File: src/rtl/mycpu_defs.sv
// rtl/mycpu_defs.sv - shared encodings for the execute stage
package mycpu_defs;

    localparam logic [3:0] ALU_OP_ADD  = 4'd0;
    localparam logic [3:0] ALU_OP_SUB  = 4'd1;
    localparam logic [3:0] ALU_OP_AND  = 4'd2;
    localparam logic [3:0] ALU_OP_OR   = 4'd3;
    localparam logic [3:0] ALU_OP_XOR  = 4'd4;
    localparam logic [3:0] ALU_OP_NOR  = 4'd5;
    localparam logic [3:0] ALU_OP_SLT  = 4'd6;
    localparam logic [3:0] ALU_OP_SLTU = 4'd7;
    localparam logic [3:0] ALU_OP_SLL  = 4'd8;
    localparam logic [3:0] ALU_OP_SRL  = 4'd9;
    localparam logic [3:0] ALU_OP_SRA  = 4'd10;
    localparam logic [3:0] ALU_OP_LUI  = 4'd11;

    localparam logic [2:0] MD_OP_NONE  = 3'd0;
    localparam logic [2:0] MD_OP_MULT  = 3'd1;
    localparam logic [2:0] MD_OP_MULTU = 3'd2;
    localparam logic [2:0] MD_OP_DIV   = 3'd3;
    localparam logic [2:0] MD_OP_DIVU  = 3'd4;
    localparam logic [2:0] MD_OP_MFHI  = 3'd5;
    localparam logic [2:0] MD_OP_MFLO  = 3'd6;

    typedef enum logic [1:0] {
        DIV_IDLE = 2'd0,
        DIV_BUSY = 2'd1,
        DIV_DONE = 2'd2
    } div_state_t;

    function automatic logic is_div_op(input logic [2:0] op);
        return (op == MD_OP_DIV) || (op == MD_OP_DIVU);
    endfunction

endpackage

File: src/rtl/mycpu_div.sv
// rtl/mycpu_div.sv - iterative restoring divider on operand magnitudes
module mycpu_div
    import mycpu_defs::*;
#(
    parameter int DIV_ITER = 32
) (
    input  logic        clk,
    input  logic        resetn,
    input  logic        start,
    input  logic        ack,
    input  logic        signed_op,
    input  logic [31:0] a,
    input  logic [31:0] b,
    output logic        busy,
    output logic        done,
    output logic [31:0] quotient,
    output logic [31:0] remainder
);

    localparam int CW = $clog2(DIV_ITER) + 1;

    div_state_t     state, state_nxt;
    logic [CW-1:0]  cnt;
    logic [31:0]    rem, quo, dvs, dividend;
    logic           q_neg, r_neg, by_zero;
    logic [31:0]    a_mag, b_mag;
    logic [32:0]    trial;

    assign a_mag = (signed_op && a[31]) ? (~a + 32'd1) : a;
    assign b_mag = (signed_op && b[31]) ? (~b + 32'd1) : b;

    // Borrow out of the trial subtraction means the partial remainder stays.
    assign trial = {rem, quo[31]} - {1'b0, dvs};

    always_comb begin
        state_nxt = state;
        case (state)
            DIV_IDLE: if (start) state_nxt = DIV_BUSY;
            DIV_BUSY: if (cnt == CW'(DIV_ITER - 1)) state_nxt = DIV_DONE;
            DIV_DONE: if (ack) state_nxt = DIV_IDLE;
            default:  state_nxt = DIV_IDLE;
        endcase
    end

    always_ff @(posedge clk or negedge resetn) begin
        if (!resetn) begin
            state <= DIV_IDLE;
        end else begin
            state <= state_nxt;
        end
    end

    always_ff @(posedge clk or negedge resetn) begin
        if (!resetn) begin
            cnt      <= '0;
            rem      <= '0;
            quo      <= '0;
            dvs      <= '0;
            dividend <= '0;
            q_neg    <= 1'b0;
            r_neg    <= 1'b0;
            by_zero  <= 1'b0;
        end else if (state == DIV_IDLE && start) begin
            cnt      <= '0;
            rem      <= '0;
            quo      <= a_mag;
            dvs      <= b_mag;
            dividend <= a;
            q_neg    <= signed_op && (a[31] ^ b[31]);
            r_neg    <= signed_op && a[31];
            by_zero  <= (b == 32'd0);
        end else if (state == DIV_BUSY) begin
            rem <= trial[32] ? {rem[30:0], quo[31]} : trial[31:0];
            quo <= {quo[30:0], ~trial[32]};
            cnt <= cnt + CW'(1);
        end
    end

    assign busy      = (state == DIV_BUSY);
    assign done      = (state == DIV_DONE);
    assign quotient  = by_zero ? 32'hFFFF_FFFF : (q_neg ? (~quo + 32'd1) : quo);
    assign remainder = by_zero ? dividend : (r_neg ? (~rem + 32'd1) : rem);

endmodule

File: src/rtl/mycpu_exe_stage.sv
// rtl/mycpu_exe_stage.sv - MIPS execute stage with ALU, HI/LO and data SRAM request
module mycpu_exe_stage
    import mycpu_defs::*;
#(
    parameter int DIV_ITER = 32
) (
    input  logic        clk,
    input  logic        resetn,
    input  logic        ds_valid,
    output logic        es_allowin,
    input  logic [31:0] ds_pc,
    input  logic [3:0]  ds_alu_op,
    input  logic [2:0]  ds_md_op,
    input  logic [31:0] ds_src1,
    input  logic [31:0] ds_src2,
    input  logic [31:0] ds_st_data,
    input  logic [4:0]  ds_dest,
    input  logic        ds_rf_we,
    input  logic        ds_mem_re,
    input  logic        ds_mem_we,
    input  logic        ms_allowin,
    output logic        es_to_ms_valid,
    output logic [31:0] es_pc,
    output logic [31:0] es_result,
    output logic [4:0]  es_dest,
    output logic        es_rf_we,
    output logic        es_mem_re,
    output logic        data_sram_en,
    output logic [3:0]  data_sram_wen,
    output logic [31:0] data_sram_addr,
    output logic [31:0] data_sram_wdata
);

    logic        es_valid;
    logic [3:0]  es_alu_op;
    logic [2:0]  es_md_op;
    logic [31:0] es_src1, es_src2, es_st_data;
    logic        es_mem_we;
    logic [31:0] hi, lo;

    logic        is_div, es_ready_go, es_leave;
    logic        div_busy, div_done, mul_signed;
    logic [31:0] div_q, div_r, alu_result, mem_addr;
    logic [63:0] mul_a, mul_b, product;
    logic [4:0]  sa;

    assign is_div         = is_div_op(es_md_op);
    assign es_ready_go    = !(is_div && !div_done);
    assign es_allowin     = !es_valid || (es_ready_go && ms_allowin);
    assign es_to_ms_valid = es_valid && es_ready_go;
    assign es_leave       = es_to_ms_valid && ms_allowin;

    always_ff @(posedge clk or negedge resetn) begin
        if (!resetn) begin
            es_valid <= 1'b0;
        end else if (es_allowin) begin
            es_valid <= ds_valid;
        end
    end

    always_ff @(posedge clk or negedge resetn) begin
        if (!resetn) begin
            es_pc      <= '0;
            es_alu_op  <= '0;
            es_md_op   <= '0;
            es_src1    <= '0;
            es_src2    <= '0;
            es_st_data <= '0;
            es_dest    <= '0;
            es_rf_we   <= 1'b0;
            es_mem_re  <= 1'b0;
            es_mem_we  <= 1'b0;
        end else if (ds_valid && es_allowin) begin
            es_pc      <= ds_pc;
            es_alu_op  <= ds_alu_op;
            es_md_op   <= ds_md_op;
            es_src1    <= ds_src1;
            es_src2    <= ds_src2;
            es_st_data <= ds_st_data;
            es_dest    <= ds_dest;
            es_rf_we   <= ds_rf_we;
            es_mem_re  <= ds_mem_re;
            es_mem_we  <= ds_mem_we;
        end
    end

    assign sa       = es_src1[4:0];
    assign mem_addr = es_src1 + es_src2;

    always_comb begin
        alu_result = '0;
        case (es_alu_op)
            ALU_OP_ADD:  alu_result = es_src1 + es_src2;
            ALU_OP_SUB:  alu_result = es_src1 - es_src2;
            ALU_OP_AND:  alu_result = es_src1 & es_src2;
            ALU_OP_OR:   alu_result = es_src1 | es_src2;
            ALU_OP_XOR:  alu_result = es_src1 ^ es_src2;
            ALU_OP_NOR:  alu_result = ~(es_src1 | es_src2);
            ALU_OP_SLT:  alu_result = {31'd0, $signed(es_src1) < $signed(es_src2)};
            ALU_OP_SLTU: alu_result = {31'd0, es_src1 < es_src2};
            ALU_OP_SLL:  alu_result = es_src2 << sa;
            ALU_OP_SRL:  alu_result = es_src2 >> sa;
            ALU_OP_SRA:  alu_result = $signed(es_src2) >>> sa;
            ALU_OP_LUI:  alu_result = es_src2 << 16;
            default:     alu_result = '0;
        endcase
    end

    // Extending both operands to 64 bits lets one multiplier serve MULT and MULTU.
    assign mul_signed = (es_md_op == MD_OP_MULT);
    assign mul_a      = {{32{mul_signed & es_src1[31]}}, es_src1};
    assign mul_b      = {{32{mul_signed & es_src2[31]}}, es_src2};
    assign product    = mul_a * mul_b;

    mycpu_div #(.DIV_ITER(DIV_ITER)) u_div (
        .clk       (clk),
        .resetn    (resetn),
        .start     (es_valid && is_div && !div_busy && !div_done),
        .ack       (es_leave),
        .signed_op (es_md_op == MD_OP_DIV),
        .a         (es_src1),
        .b         (es_src2),
        .busy      (div_busy),
        .done      (div_done),
        .quotient  (div_q),
        .remainder (div_r)
    );

    // HI/LO change only on the handoff edge, so a following MFHI/MFLO sees the new value.
    always_ff @(posedge clk or negedge resetn) begin
        if (!resetn) begin
            hi <= '0;
            lo <= '0;
        end else if (es_leave) begin
            if (es_md_op == MD_OP_MULT || es_md_op == MD_OP_MULTU) begin
                hi <= product[63:32];
                lo <= product[31:0];
            end else if (is_div) begin
                hi <= div_r;
                lo <= div_q;
            end
        end
    end

    always_comb begin
        es_result = alu_result;
        if (es_md_op == MD_OP_MFHI) begin
            es_result = hi;
        end else if (es_md_op == MD_OP_MFLO) begin
            es_result = lo;
        end else if (es_mem_re || es_mem_we) begin
            es_result = mem_addr;
        end
    end

    assign data_sram_en    = es_leave && (es_mem_re || es_mem_we);
    assign data_sram_wen   = {4{es_mem_we}};
    assign data_sram_addr  = mem_addr;
    assign data_sram_wdata = es_st_data;

endmodule

File: config.mk
export PLATFORM = sky130hd
export DESIGN_NAME = mycpu_exe_stage
export DESIGN_NICKNAME = d
export VERILOG_FILES = /design/src/rtl/mycpu_defs.sv /design/src/rtl/mycpu_div.sv /design/src/rtl/mycpu_exe_stage.sv
export SDC_FILE = /design/constraint.sdc
export NUM_CORES = 2
export LEC_CHECK = 0
export ABC_CLOCK_PERIOD_IN_PS = 13200
export CAP_MARGIN = 40
export CORE_ASPECT_RATIO = 1.75
export CORE_MARGIN = 3
export CORE_UTILIZATION = 44
export CTS_CLUSTER_DIAMETER = 60
export DETAILED_ROUTE_END_ITERATION = 10
export MAX_ROUTING_LAYER = met4
export PLACE_DENSITY_LB_ADDON = 0.3
export RECOVER_POWER = 25
export SYNTH_ARGS = -nofsm -noshare
export SYNTH_HDL_FRONTEND = slang
export SYNTH_SLANG_ARGS = --single-unit
export TNS_END_PERCENT = 100
File: constraint.sdc
create_clock -name clk -period 13.2 [get_ports clk]
set_input_delay 2.64 -clock clk [delete_from_list [all_inputs] [get_ports clk]]
set_output_delay 2.64 -clock clk [all_outputs]
set_load 0.01 [all_outputs]
==> flow_metrics.py <==
metrics = {
    "timing": {
        "min_period_ns": 10.10,
        "whs_ns": 0.477,
        "setup_viol": 0,
        "fin_crit_sh_pct": 76.5,
        "finalSetupTns_ns": 0,
        "worst_pin_slew_ns": 9.10,
        "fin_skew_ns": 0.0239,
        "maxSlewViolCount": 371,
        "rsz0062_at_grt": "false",
        "hold_viol": 0,
        "fmax_ghz": 0.0990,
        "relSlewSlack_pct": -507,
    },
    "cts": {
        "worstSkewPairLatency_ns": 0.65,
        "postCtsSetupBuffers": 0,
        "tritoncts": "yes",
        "numClockSinks": 347,
        "cts_hold_buf": 0,
        "post_cts_resized": 0,
        "cts_buffers": 44,
        "htreeDepth": 2,
        "clockBufferDepth": 3,
        "cts-root-buf": "clkbuf_16",
        "clkTransAtPathRegs_ns": 0.06,
    },
    "critical_path": {
        "reg2reg_slack_ns": 3.10,
        "crit_path_max_fanout": 17,
        "crit_required_ns": 13.72,
        "crit_path_end_kind": "flop",
        "path_class": "flop to flop",
        "crit_path_start_kind": "flop",
        "crit_arrival_ns": 10.63,
    },
    "global_route": {
        "antenna_found_initial": 11,
        "grt_pass1_vias": 61100,
        "grt_pass1_wl_mm": 429,
        "grt_max_degree": 221,
        "grt_overflow": 0,
        "track_usage_pct": 41.1,
    },
    "logic_synthesis": {
        "synth_edf_count": 0,
        "ys_types": 80,
        "netlist_area_um2": 64300,
        "syn_inst": 7571,
        "syn_area_per_cell_um2": 8.49,
        "yosys_most_used_dff": "dfrtp_1",
        "yosysSeqAreaShare_pct": 13.5,
        "ys_warn_count": 0,
        "synth_seq_cells": 347,
        "synth_nets": 9191,
        "async_flop_share_pct": 100,
    },
    "outcome": {
        "outcome": "finished with violations",
        "violations": "max-capacitance violations, max-slew violations",
    },
    "detailed_routing": {
        "drt-total-wl_mm": 301,
        "ant_nets": 0,
        "num_vias": 57700,
        "drtIter0Drc": 5491,
        "drtPass1Iterations": 7,
        "drc": 0,
        "wl_per_cell_um": 31.5,
        "viasPerCell": 6.03,
    },
    "floorplanning": {
        "start_util_pct": 44.3,
        "pin_count": 289,
        "rows": 185,
        "core_region_area_um2": 145000,
        "die_w_um": 295,
        "die_area_um2": 151000,
        "die_height_um": 512,
    },
    "job": {
        "cap_violations": 4,
    },
    "cells_and_area": {
        "fin_cells": 9556,
        "fill_cells": 13900,
        "nNetsFinal": 9264,
        "area_growth_pct": 10.8,
        "drive_above_1_share_pct": 6.92,
    },
    "placed_design": {
        "placedCellCount": 9465,
        "numPortBuffers": 288,
        "hpwl_mm": 237,
        "gp_congestion": 1.06,
    },
    "min_path": {
        "hold_class": "flop to flop",
    },
}
==> cell usage after synthesis, drive strengths merged (68+ instances only) <==
cell	instances	area [um^2]
xnor2	195	1710
a21o	68	510
nor2	664	2490
o22ai	72	450
mux2i	95	951
nand2	1140	4280
dfrtp	347	8680
nand3	91	455
mux2	153	1720
clkbuf	380	1440
fa	1128	22600
xor2	68	596
a21oi	320	1600
ha	345	4320
o21ai	406	2030
inv	1293	4850
a31oi	77	482
buf	114	457
==> worst max-delay path, cell delays in order, from the launching register on <==
cell,delay [ns]
dfrtp_1,0.36
buf_4,0.25
inv_1,0.69
buf_4,0.41
nor2_1,0.11
fa_1,0.51
inv_1,0.06
fa_1,0.55
inv_1,0.05
fa_1,0.48
fa_1,0.53
fa_1,0.40
ha_1,0.32
fa_1,0.58
fa_1,0.42
ha_1,0.39
a211oi_1,0.25
o21ai_0,0.14
a221oi_1,0.82
nand3b_1,0.37
a21o_1,0.31
a211oi_1,0.65
or2_2,0.26
o31ai_1,0.10
a21oi_1,0.24
o21ai_0,0.14
xor2_1,0.18
a221o_1,0.34
==> cell type report <==
| type | instances | area [um^2] | area share [%] |
|---|---|---|---|
| clock inverters | 25 | 305 | 0.428 |
| flip-flops and latches | 347 | 8700 | 12.2 |
| multi-input cells | 5422 | 48900 | 68.6 |
| repair buffers | 521 | 4860 | 6.82 |
| diodes | 8 | 20.0 | 0.0281 |
| clock buffers | 55 | 1220 | 1.72 |
| inverters | 1308 | 4910 | 6.89 |
| well taps | 1870 | 2340 | 3.28 |
==> state kept, by name (all words and copies together), names as in the netlist, 6 cells and up <==
register and cells:
es_src2 32, u_div.dividend 32, lo 32, u_div.quo 32
data_sram_wdata 32, es_src1 32, u_div.rem 32, hi 32
u_div.cnt 6, u_div.dvs 32, es_pc 32
==> metrics by stage <==
| stage | util (%) | setup WS [ns] | instance area, um^2 |
|---|---|---|---|
| 2_1_floorplan | - | 4.50 | 64300 |
| 3_3_place_gp | 47.7 | 3.31 | 69200 |
| 3_5_place_dp | 48.1 | 3.17 | 69800 |
| 4_1_cts | 49.1 | 3.14 | 71300 |
| 5_1_grt | 49.1 | 1.86 | 71300 |
| 6_report | 49.1 | 3.10 | 71300 |
==> layout by cell type (no fill, tap or decap), types with 90 or more instances in the layout <==
| master | Yosys | final |
|---|---|---|
| a21oi_1 | 320 | 319 |
| buf_4 | 6 | 206 |
| clkdlybuf4s50_1 | 0 | 286 |
| dfrtp_1 | 347 | 337 |
| fa_1 | 1128 | 1128 |
| ha_1 | 345 | 345 |
| inv_1 | 1287 | 1284 |
| mux2_2 | 153 | 153 |
| mux2i_1 | 95 | 95 |
| nand2_1 | 1139 | 1136 |
| nand3_1 | 91 | 90 |
| nor2_1 | 664 | 660 |
| o21ai_0 | 405 | 405 |
| xnor2_1 | 195 | 194 |
==> worst paths after layout <==
path,start,end,cells past startpoint
worst max-delay path,es_src2[2],hi[17],27
min in group asynchronous,resetn,u_div.cnt[3],1
worst min register to register,lo[7],lo[7],2
worst min-delay path,lo[7],lo[7],2
worst max register to register,es_src2[2],hi[17],27
max in group asynchronous,resetn,u_div.dividend[1],3
==> logic make-up after synthesis <==
family | Yosys count | share of synthesized area [%]
flip-flops | 347 | 13.5
XOR/XNOR | 263 | 3.58
multiplexers | 261 | 4.61
AO/OA/AOI/OAI | 1258 | 12.0
buffers and inverters | 1802 | 10.6
adder cells (fa/ha/maj) | 1473 | 41.8
AND/OR/NAND/NOR | 2167 | 13.9
==> per-layer routing <==
| layer | vias up | track usage, % | wire (um) |
|---|---|---|---|
| met1 | 29300 | 43.7 | 101000 |
| li1 | 24000 | - | - |
| met2 | 3160 | 66.3 | 143000 |
| met3 | 1181 | 7.05 | 23100 |
| met5 | - | - | 0 |
| met4 | 0 | 35.2 | 33600 |
Power is left out: the tool's default activity adds up to more than one toggle a clock period on the data nets, which glitch-free logic cannot reach.
